`src/rtl/reg_bypass_scoreboard.sv`:
```
// reg_bypass_scoreboard: multi-port operand forwarding with long-latency scoreboard and stall counter (in: rd_en/rd_addr/rf_rd_data, stg_*, lw_*, flush; out: rd_data/rf_rd_addr, hazard/stall/stall_cnt)
module reg_bypass_scoreboard #(
  parameter int REG_WIDTH  = 5,
  parameter int DATA_WIDTH = 32,
  parameter int NUM_READ   = 2,
  parameter int NUM_STAGE  = 3,
  parameter int CNT_WIDTH  = 32
) (
  input  logic                            clk,
  input  logic                            rst,
  input  logic                            flush,
  input  logic [NUM_READ-1:0]             rd_en,
  input  logic [NUM_READ*REG_WIDTH-1:0]   rd_addr,
  output logic [NUM_READ*DATA_WIDTH-1:0]  rd_data,
  output logic [NUM_READ*REG_WIDTH-1:0]   rf_rd_addr,
  input  logic [NUM_READ*DATA_WIDTH-1:0]  rf_rd_data,
  input  logic [NUM_STAGE-1:0]            stg_wen,
  input  logic [NUM_STAGE*REG_WIDTH-1:0]  stg_waddr,
  input  logic [NUM_STAGE*DATA_WIDTH-1:0] stg_wdata,
  input  logic [NUM_STAGE-1:0]            stg_wvalid,
  input  logic                            lw_issue,
  input  logic [REG_WIDTH-1:0]            lw_issue_addr,
  input  logic                            lw_done,
  input  logic [REG_WIDTH-1:0]            lw_done_addr,
  output logic [NUM_READ-1:0]             hazard,
  output logic                            stall,
  output logic [CNT_WIDTH-1:0]            stall_cnt
);
  localparam int NREGS = 2**REG_WIDTH;
  logic [NREGS-1:0] pending_q, pending_d;
  logic [CNT_WIDTH-1:0] stall_cnt_q, stall_cnt_d;
  assign rf_rd_addr = rd_addr;
  for (genvar p = 0; p < NUM_READ; p++) begin : g_port
    logic [REG_WIDTH-1:0] a;
    logic [DATA_WIDTH-1:0] d;
    logic hz;
    logic act;
    assign a = rd_addr[p*REG_WIDTH +: REG_WIDTH];
    assign act = rd_en[p] && (a != '0);
    // Scan oldest to youngest so the youngest matching stage overrides.
    always_comb begin
      d = rf_rd_data[p*DATA_WIDTH +: DATA_WIDTH];
      hz = pending_q[a];
      for (int s = NUM_STAGE-1; s >= 0; s--)
        if (stg_wen[s] && stg_waddr[s*REG_WIDTH +: REG_WIDTH] == a) begin
          hz = !stg_wvalid[s];
          d = stg_wvalid[s] ? stg_wdata[s*DATA_WIDTH +: DATA_WIDTH] : rf_rd_data[p*DATA_WIDTH +: DATA_WIDTH];
        end
    end
    assign rd_data[p*DATA_WIDTH +: DATA_WIDTH] = act ? d : '0;
    assign hazard[p] = act && hz;
  end
  assign stall = |hazard;
  assign stall_cnt = stall_cnt_q;
  always_comb begin
    pending_d = pending_q;
    if (lw_done) pending_d[lw_done_addr] = 1'b0;
    if (lw_issue) pending_d[lw_issue_addr] = 1'b1;
    pending_d[0] = 1'b0;
    if (flush) pending_d = '0;
    stall_cnt_d = (stall && !flush && !(&stall_cnt_q)) ? stall_cnt_q + CNT_WIDTH'(1) : stall_cnt_q;
  end
  always_ff @(posedge clk) begin
    if (rst) begin
      pending_q <= '0;
      stall_cnt_q <= '0;
    end else begin
      pending_q <= pending_d;
      stall_cnt_q <= stall_cnt_d;
    end
  end
endmodule

```
`config.mk`:
```
export PLATFORM = sky130hd
export DESIGN_NAME = reg_bypass_scoreboard
export DESIGN_NICKNAME = d
export VERILOG_FILES = /design/src/rtl/reg_bypass_scoreboard.sv
export SDC_FILE = /design/constraint.sdc
export NUM_CORES = 1
export LEC_CHECK = 0
export ABC_AREA = 1
export BUFFER_PORTS_ARGS = -buffer_cell sky130_fd_sc_hd__buf_2
export CAP_MARGIN = 20
export CORE_ASPECT_RATIO = 1.5
export CORE_UTILIZATION = 51
export CTS_CLUSTER_DIAMETER = 100
export DETAILED_ROUTE_END_ITERATION = 6
export PLACE_DENSITY = 0.81
export SKIP_CTS_REPAIR_TIMING = 1
export SKIP_LAST_GASP = 1
export SLEW_MARGIN = 20
export SYNTH_ARGS = -nofsm -noshare
export SYNTH_HDL_FRONTEND = slang
export SYNTH_SLANG_ARGS = --single-unit
```
`constraint.sdc`:
```
create_clock -name clk -period 2.4 [get_ports clk]
set_clock_uncertainty 0.1 [all_clocks]
set_input_delay 0.12 -clock clk [delete_from_list [all_inputs] [get_ports clk]]
set_output_delay 0.12 -clock clk [all_outputs]
set_load 0.005 [all_outputs]
```
* Word-level counts from Yosys, hierarchy flattened *
Index checks and enable logic that the tools add are counted.

storage, ports and cells
  register bits after elaboration = 64
  bits in latches = 0
  RAM bits = 0
  ROM bits = 0
  input bits = 208
  output and inout bits = 109
  word-level logic and storage cells = 73
  memories = 0

cells by class
  add/subtract/negate cells = 1
  multipliers = 0
  divide/modulo/power cells = 0
  order comparisons = 6
  equal/unequal tests = 6
  shift operators = 0
  muxes and demuxes = 30
  bitwise gates (word level) = 3
  reduce and logical (&&, ||, !) cells = 24

operators by type and width
  operator                                                           count
  two-way mux 32 bit                                                 16
  adder 32 x 1 -> 32 bit, second input constant                      1
  AND 32 bit                                                         1
  NOT 32 bit                                                         1
  bitwise OR 32 bit                                                  1
  AND reduction 32 bit                                               1
  == test 5 bit                                                      6
  < comparator 5 x 6 -> 1 bit, second input constant                 4
  logical AND 1 bit                                                  14
  binary-select mux 1 bit (select 5 bit)                             2
  demux 1 bit (select 5 bit)                                         2
  greater-or-equal comparator 5 x 1 -> 1 bit, second input constant  2
  two-way mux 1 bit                                                  10
  nonzero test 5 bit                                                 2
  zero test 1 bit                                                    5
  OR reduction 2 bit                                                 2

* Logic depth before layout (Yosys ltp) *
Gate-level depths: netlist of run 1.

  depth in word-level cells = 9
  mapped depth = 19
  mapped depth without buffers = 16

* Worst setup path before layout of run 1 *
OpenSTA, ideal clock, no wires.

  kind = register -> register
  start = register stall_cnt_q[0], in the netlist stall_cnt[0]
  end = register stall_cnt_q[29], in the netlist stall_cnt[29]
  setup time = 0.110 ns
  arrival = 1.786 ns
  data required time = 2.190 ns
  slack = 0.404 ns
  stages on the path, launching flop included = 15
  buffers on the path = 0
  period minus slack after synthesis = 1.996 ns
  path through = dfxtp_1 -> ha_1 -> nand2_1 -> nor3_1 -> nand4_1 -> nor2_1 -> nand4_1 -> inv_1 -> nor2_1 -> nand2_1 -> nor2_1 -> nand3_1 -> nand2_1 -> inv_1 -> nor2_1

between the ends
  cells in the longest elaborated chain, start to end = 3
  elaborated cells on any way between the ends = 4
  those cells by class = add/sub: 1; reduce/logical: 3

RTL lines
  element                                                         line  RTL
  from (decl)                                                     31    logic [CNT_WIDTH-1:0] stall_cnt_q, stall_cnt_d;
  from (signal assigned)                                          69    stall_cnt_q <= stall_cnt_d;
  branches (longest 3 deep; another with adder 32 x 1 -> 32 bit)  -

Several ways; the timed one is not identified.
A chain may end at the register's enable or synchronous reset.

* Final worst setup path of run 1 *
  start = input rd_addr[0]
  end = output rd_data[11]

between the ends
  cells in the longest elaborated chain, start to end = 6
  elaborated cells on any way between the ends = 12
  those cells by class = eq/ne: 3; mux: 4; reduce/logical: 5

RTL lines
  element                          line  RTL
  from (decl)                      13    input logic [NUM_READ*REG_WIDTH-1:0] rd_addr,
  == test 5 bit                    45    if (stg_wen[s] && stg_waddr[s*REG_WIDTH +: REG_WIDTH] == a) begin
  logical AND 1 bit                45
  two-way mux 32 bit (3 in a row)  45
  two-way mux 32 bit (*)           50    assign rd_data[p*DATA_WIDTH +: DATA_WIDTH] = act ? d : '0;
  to (decl)                        14    output logic [NUM_READ*DATA_WIDTH-1:0] rd_data,

Every way passes the cells marked *; elsewhere a longest branch is shown, timed or not.

==> results of run 1 <==
power breakdown:
part | switching, mW | leakage (nW) | internal (mW) | total, mW
combinational | 0.722 | 4.23 | 0.496 | 1.22
clock | 0.503 | 0.145 | 0.804 | 1.31
sequential | 0.00731 | 0.509 | 1.05 | 1.06
logic make-up (layout without fill, tap and decap cells):
logic type / Yosys count / in the layout / synth area share [%]
AO/OA/AOI/OAI: 340 / 340 / 23.8
XOR/XNOR: 4 / 4 / 0.444
adder cells (fa/ha/maj): 1 / 1 / 0.158
buffers and inverters: 252 / 539 / 13.3
flip-flops: 63 / 63 / 16.0
other: 0 / 9 / 0
AND/OR/NAND/NOR: 811 / 811 / 46.3
worst max path at each step:
stage	start	endpoint	slack (ns)
2_1_floorplan	stall_cnt[0]	stall_cnt[29]	0.40
3_3_place_gp	rd_addr[1]	stall_cnt[13]	0.16
3_5_place_dp	rd_addr[1]	stall_cnt[21]	0.07
4_1_cts	pending_q[1]	stall	0.14
5_1_grt	stall_cnt[14]	stall_cnt[25]	-0.006
6_report	rd_addr[0]	rd_data[11]	0.08
per-stage QoR:
step / setup slack (ns) / utilization (%) / total power [mW]
after floorplan: 0.404 / - / 1.75
after global placement: 0.164 / 64.5 / 2.24
after detailed placement: 0.0719 / 64.5 / 2.25
after CTS: 0.143 / 66.4 / 3.54
after global routing: -0.00647 / 66.9 / 3.76
final: 0.0842 / 66.9 / 3.59
metal layers:
metal / vias to the layer above / global-route usage, % / part of all wire [%]
met3: 205 / 10.7 / 9.8
met1: 5157 / 45.3 / 36
met4: 10 / 32.4 / 6.9
li1: 5538 / - / -
met5: - / 0 / 0.20
met2: 761 / 70.9 / 47
sequential cells by signal (all words and copies together) (netlist names):
register	count
stall_cnt	32
pending_q	31
layout make-up:
cell class	count	area (sq um)
antenna	9	22.5
fill	1485	5000
tap	199	249
multi-input combinational	1156	5610
timing repair buffer	376	2140
sequential	63	1260
clock inverter	7	73.8
clock buffer	9	225
inverter	147	552
layout by cell type, fill, tap and decap left out, types with 4 or more instances in the layout:
| master | netlist | final |
|---|---|---|
| buf_2 | 10 | 316 |
| nand2_1 | 309 | 309 |
| nor2_1 | 187 | 183 |
| inv_1 | 135 | 135 |
| o22ai_1 | 125 | 125 |
| nand3_1 | 109 | 109 |
| o21ai_0 | 108 | 108 |
| a21oi_1 | 96 | 96 |
| nor3_1 | 83 | 82 |
| or2_2 | 63 | 63 |
| dfxtp_1 | 63 | 61 |
| buf_4 | 17 | 51 |
| nand4_1 | 40 | 40 |
| inv_2 | 11 | 11 |
| diode_2 | 0 | 9 |
| clkbuf_16 | 0 | 9 |
| buf_12 | 0 | 8 |
| nor2_2 | 4 | 7 |
| nor3_2 | 3 | 4 |
critical path, stage by stage:
cell and delay (ns):
buf_2 0.18, inv_2 0.14, nand2_1 0.08, o21ai_0 0.09, nor2_1 0.17, nand4_1 0.19, inv_1 0.20, buf_4 0.24
o22ai_1 0.09, nand2_1 0.06, a21oi_1 0.05, nor3_1 0.30, buf_2 0.20
==> results_dict.tcl, run 1 <==
set metrics [dict create \
    status "finished, violations left" \
    failed_checks "DRC" \
    vias 11700 \
    fmax_ghz 0.432 \
    critPathArrivalTime_ns 2.10 \
    dpl_cell_area_sq_um 9760 \
    wl_per_cell_um 17.5 \
    final_cells 1966 \
    hp-class "input pin to register" \
    die_y_um 154 \
    finalNetCount 1962 \
    post_drt_via_cell_ratio 5.94 \
    grt_pass1_wl_um 54800 \
    core_area_sq_um 15100 \
    worst_slew_pin_slew_ns 0.722 \
    wl_um 34400 \
    cts_tree "done" \
    grt_pass1_vias 11000 \
    grt_max_degree 45 \
    synth_fp_nets 1680 \
    fp-row-count 55 \
    hold_violations 0 \
    finalSetupViolations 0 \
    max_cap_violations 0 \
    cp_max_fo 12 \
    leakage_nw 4.89 \
    synth_top_area_cell "dfxtp_1" \
    syn_to_final_growth_pct 28.3 \
    regToRegSetupSlack_ns 0.21 \
    place.gp.congestion 0.977 \
    placement.io_buffers 316 \
    reg2reg_depth 13 \
    worstSetupStartpointType "input pin" \
    grt_usage_pct 42.1 \
    overflow 0 \
    first_iter_violations 1300 \
    ys_async_sr_fraction_pct 0 \
    ys_seq_area_share_pct 16.0 \
    syn_avg_cell_area_sq_um 5.37 \
    critPathRequiredTime_ns 2.18 \
    start_util_pct 52.2 \
    dieArea_sq_um 16000 \
    layout-drive-gt1-share_pct 28.0 \
    netlist_instances 1471 \
    drc 18 \
    synth.area.top_cells "dfxtp_1 16%, nand2_1 15%, o22ai_1 9.9%" \
    place_inst 1938 \
    drv_slew 0 \
    die_w_um 104 \
    timing.final.crit_share_pct 96.5 \
    final_area_sq_um 10100 \
    yosysTopAreaCellShare_pct 16.0 \
    cts.sinks 63 \
    hold_path.startpoint "rst" \
    antenna_found_initial 13 \
    synth.distinct_cells 38 \
    clockBufferDepth 2 \
    hold_slack_ns 0.0178 \
    path_clk_slew_ns 0.06 \
    io_pins 317 \
    drt_pass1_iterations 7 \
    p_per_area_nw_per_um2 354 \
    yosys.cell_count.top_type "nand2_1" \
    hpwl_um 25700 \
    worst_setup_path_end_kind "output pin" \
    synth-seq-cells 63 \
    fin_crit_ns 2.32 \
    timing.rr.start "stall_cnt[15]" \
    critPathKind "input pin to output pin" \
    worst_skew_pair.late_latency_ns 0.34 \
    root_buffer "clkbuf_16" \
    netlist_top_cells_count "309 x nand2_1, 187 x nor2_1, 135 x inv_1, 125 x o22ai_1, 109 x nand3_1" \
    synth_area_sq_um 7900 \
    rsz0062_at_grt "true" \
    min_path_cells 2 \
    ant_nets 0 \
    cts_buffers 9 \
    setup-tns-final_ns 0 \
    synth_top_flop_cell "dfxtp_1" \
    relSlewSlack_pct 51.8 \
    worstHoldEndpoint "stall_cnt[3]" \
    h-tree-depth 3 \
    ir_drop_mv 0.502 \
    r2r-end "stall_cnt[23]" \
    ys_warn_count 0 \
    synth_edf_count 0 \
]
Power figures use the tool's default switching activity.
==> run 2, diff against run 1 <==
--- a/config.mk
+++ b/config.mk
@@ -9,10 +9,10 @@
 export BUFFER_PORTS_ARGS = -buffer_cell sky130_fd_sc_hd__buf_2
 export CAP_MARGIN = 20
 export CORE_ASPECT_RATIO = 1.5
-export CORE_UTILIZATION = 51
+export CORE_UTILIZATION = 40
 export CTS_CLUSTER_DIAMETER = 100
 export DETAILED_ROUTE_END_ITERATION = 6
-export PLACE_DENSITY = 0.81
+export PLACE_DENSITY = 0.65
 export SKIP_CTS_REPAIR_TIMING = 1
 export SKIP_LAST_GASP = 1
 export SLEW_MARGIN = 20
==> run 2 against run 1 <==
Net effect:
- the run still ends with DRC left
- cell area up 1.4%
- critical path depth unchanged
- critical endpoint is now stall_cnt[31]
- wire length up 4.1%
- register-to-register slack worse by 0.03 ns
- clock power down 9.9%
- largest power group is now combinational logic
- sequential share of layout area down 0.19 points
- first-iteration DRC count up 5.6%
- hold slack better by 0.0031 ns
- sequential cell count unchanged
- clock-buffer cell count up 1
- combinational power about the same
==> results_dict.tcl, run 2 (synthesis gave the netlist of run 1 again) <==
set metrics [dict create \
    cts.sinks 63 \
    vias 11500 \
    worstSetupStartpointType "register" \
    overflow 0 \
    reg2reg_depth 13 \
    leakage_nw 4.94 \
    combinationalPowerShare_pct 35.2 \
    ir_drop_mv 0.471 \
    power.switching_mw 1.20 \
    die_w_um 117 \
    pwr-share-clk_pct 34.0 \
    grt_pass1_wl_um 55200 \
    seqPwrFrac_pct 30.8 \
    antenna_found_initial 15 \
    failed_checks "DRC" \
    max_cap_violations 0 \
    worst_setup_path_end_kind "register" \
    root_buffer "clkbuf_16" \
    mostFrequentLayoutCells "315 x buf_2, 309 x nand2_1, 186 x nor2_1" \
    hp-class "input pin to register" \
    clockBufferDepth 2 \
    drv_slew 0 \
    ant_nets 0 \
    critPathArrivalTime_ns 2.38 \
    path_clk_slew_ns 0.05 \
    placement.io_buffers 316 \
    r2r-end "stall_cnt[31]" \
    cts_tree "done" \
    hold_slack_ns 0.0209 \
    grt_max_degree 55 \
    critPathKind "register to register" \
    finalSetupViolations 0 \
    design_power_total_mw 3.45 \
    place.gp.congestion 0.947 \
    status "finished, violations left" \
    grt_usage_pct 34.5 \
    io_pins 317 \
    dp_slack_ns -0.0194 \
    hold_violations 0 \
    core_area_sq_um 19200 \
    fmax_ghz 0.451 \
    worst_slew_pin_slew_ns 0.673 \
    p_int_mw 2.26 \
    regToRegSetupSlack_ns 0.18 \
    largest_register_ffs 32 \
    worstHoldEndpoint "stall_cnt[3]" \
    start_util_pct 41.1 \
    relSlewSlack_pct 55.0 \
    final_area_sq_um 10300 \
    layout-drive-gt1-share_pct 28.2 \
    syn_to_final_growth_pct 30.2 \
    grt_pass1_vias 10900 \
    hold_path.startpoint "rst" \
    dieArea_sq_um 20300 \
    p_per_area_nw_per_um2 336 \
    final_cells 2035 \
    cts_buffers 9 \
    swShare_pct 34.7 \
    post_drt_via_cell_ratio 5.67 \
    fin_crit_ns 2.22 \
    first_iter_violations 1373 \
    wl_um 35800 \
    cp_max_fo 6 \
    setup-tns-final_ns 0 \
    hpwl_um 26700 \
    layout_commonest_cell "buf_2" \
    worst_skew_pair.late_latency_ns 0.33 \
    place_inst 2007 \
    cp-startpoint "stall_cnt[2]" \
    num-fill-cells 2161 \
    finalNetCount 1971 \
    setup_ws_ns 0.184 \
    drt_pass1_iterations 7 \
    die_y_um 174 \
    wl_per_cell_um 17.6 \
    dpl_cell_area_sq_um 9960 \
    timing.rr.start "stall_cnt[2]" \
    h-tree-depth 3 \
    fp-row-count 62 \
    drc 11 \
    fin_util_pct 53.4 \
    critPathRequiredTime_ns 2.57 \
    min_path_cells 2 \
    timing.final.crit_share_pct 92.3 \
]
==> run 2: cell types whose count changed in the layout (fill, tap and decap cells not counted), sizes merged <==
cell	previous run	this run
bufinv	1	0
clkinvlp	1	0
buf	376	384
clkbuf	9	11
diode	9	13
==> run 2: worst max-delay path, stage by stage, from the launching register on <==
cell	delay, ns
dfxtp_2	0.38
nand3_1	0.17
nor3_2	0.18
buf_4	0.14
nand2_1	0.06
nor2_1	0.16
nand4_1	0.10
nor2_1	0.13
nand3_1	0.11
nor3_1	0.29
nand3_1	0.12
nand2_1	0.08
nand2_1	0.05
nor2_1	0.08
==> run 2: metal layers <==
metal  global-route usage, %  wire [um]
met5                       0         42
met4                    23.6       2200
met3                    9.34       3410
met2                    57.6      16900
met1                    37.3      13200
==> run 2: cell type report <==
| cell class | instances | area, sq um | area share [%] |
|---|---|---|---|
| multi-input combinational | 1156 | 5610 | 54.6 |
| timing repair buffer | 385 | 2240 | 21.8 |
| sequential | 63 | 1260 | 12.3 |
| inverter | 147 | 552 | 5.37 |
| tap | 256 | 320 | 3.12 |
| clock buffer | 10 | 239 | 2.32 |
| antenna | 13 | 32.5 | 0.316 |
| clock inverter | 5 | 25.0 | 0.243 |
==> run 2: how the worst max path moves through the flow <==
stage               slack (ns)  depth (start not counted)       endpoint
global placement         0.005                         17   stall_cnt[0]
finish                    0.18                         13  stall_cnt[31]
detailed placement       -0.02                         18   stall_cnt[1]
global route             -0.02                         13  stall_cnt[23]
floorplan                 0.40                         14  stall_cnt[29]
CTS                       0.09                         12  stall_cnt[31]
==> run 2: power by group through the flow <==
stage | clock [mW] | combinational [mW] | sequential, mW
3_5_place_dp | 0 | 1.19 | 1.08
2_1_floorplan | 0 | 0.666 | 1.08
4_1_cts | 1.19 | 1.19 | 1.06
5_1_grt | 1.23 | 1.34 | 1.06
3_3_place_gp | 0 | 1.18 | 1.08
6_report | 1.18 | 1.22 | 1.06
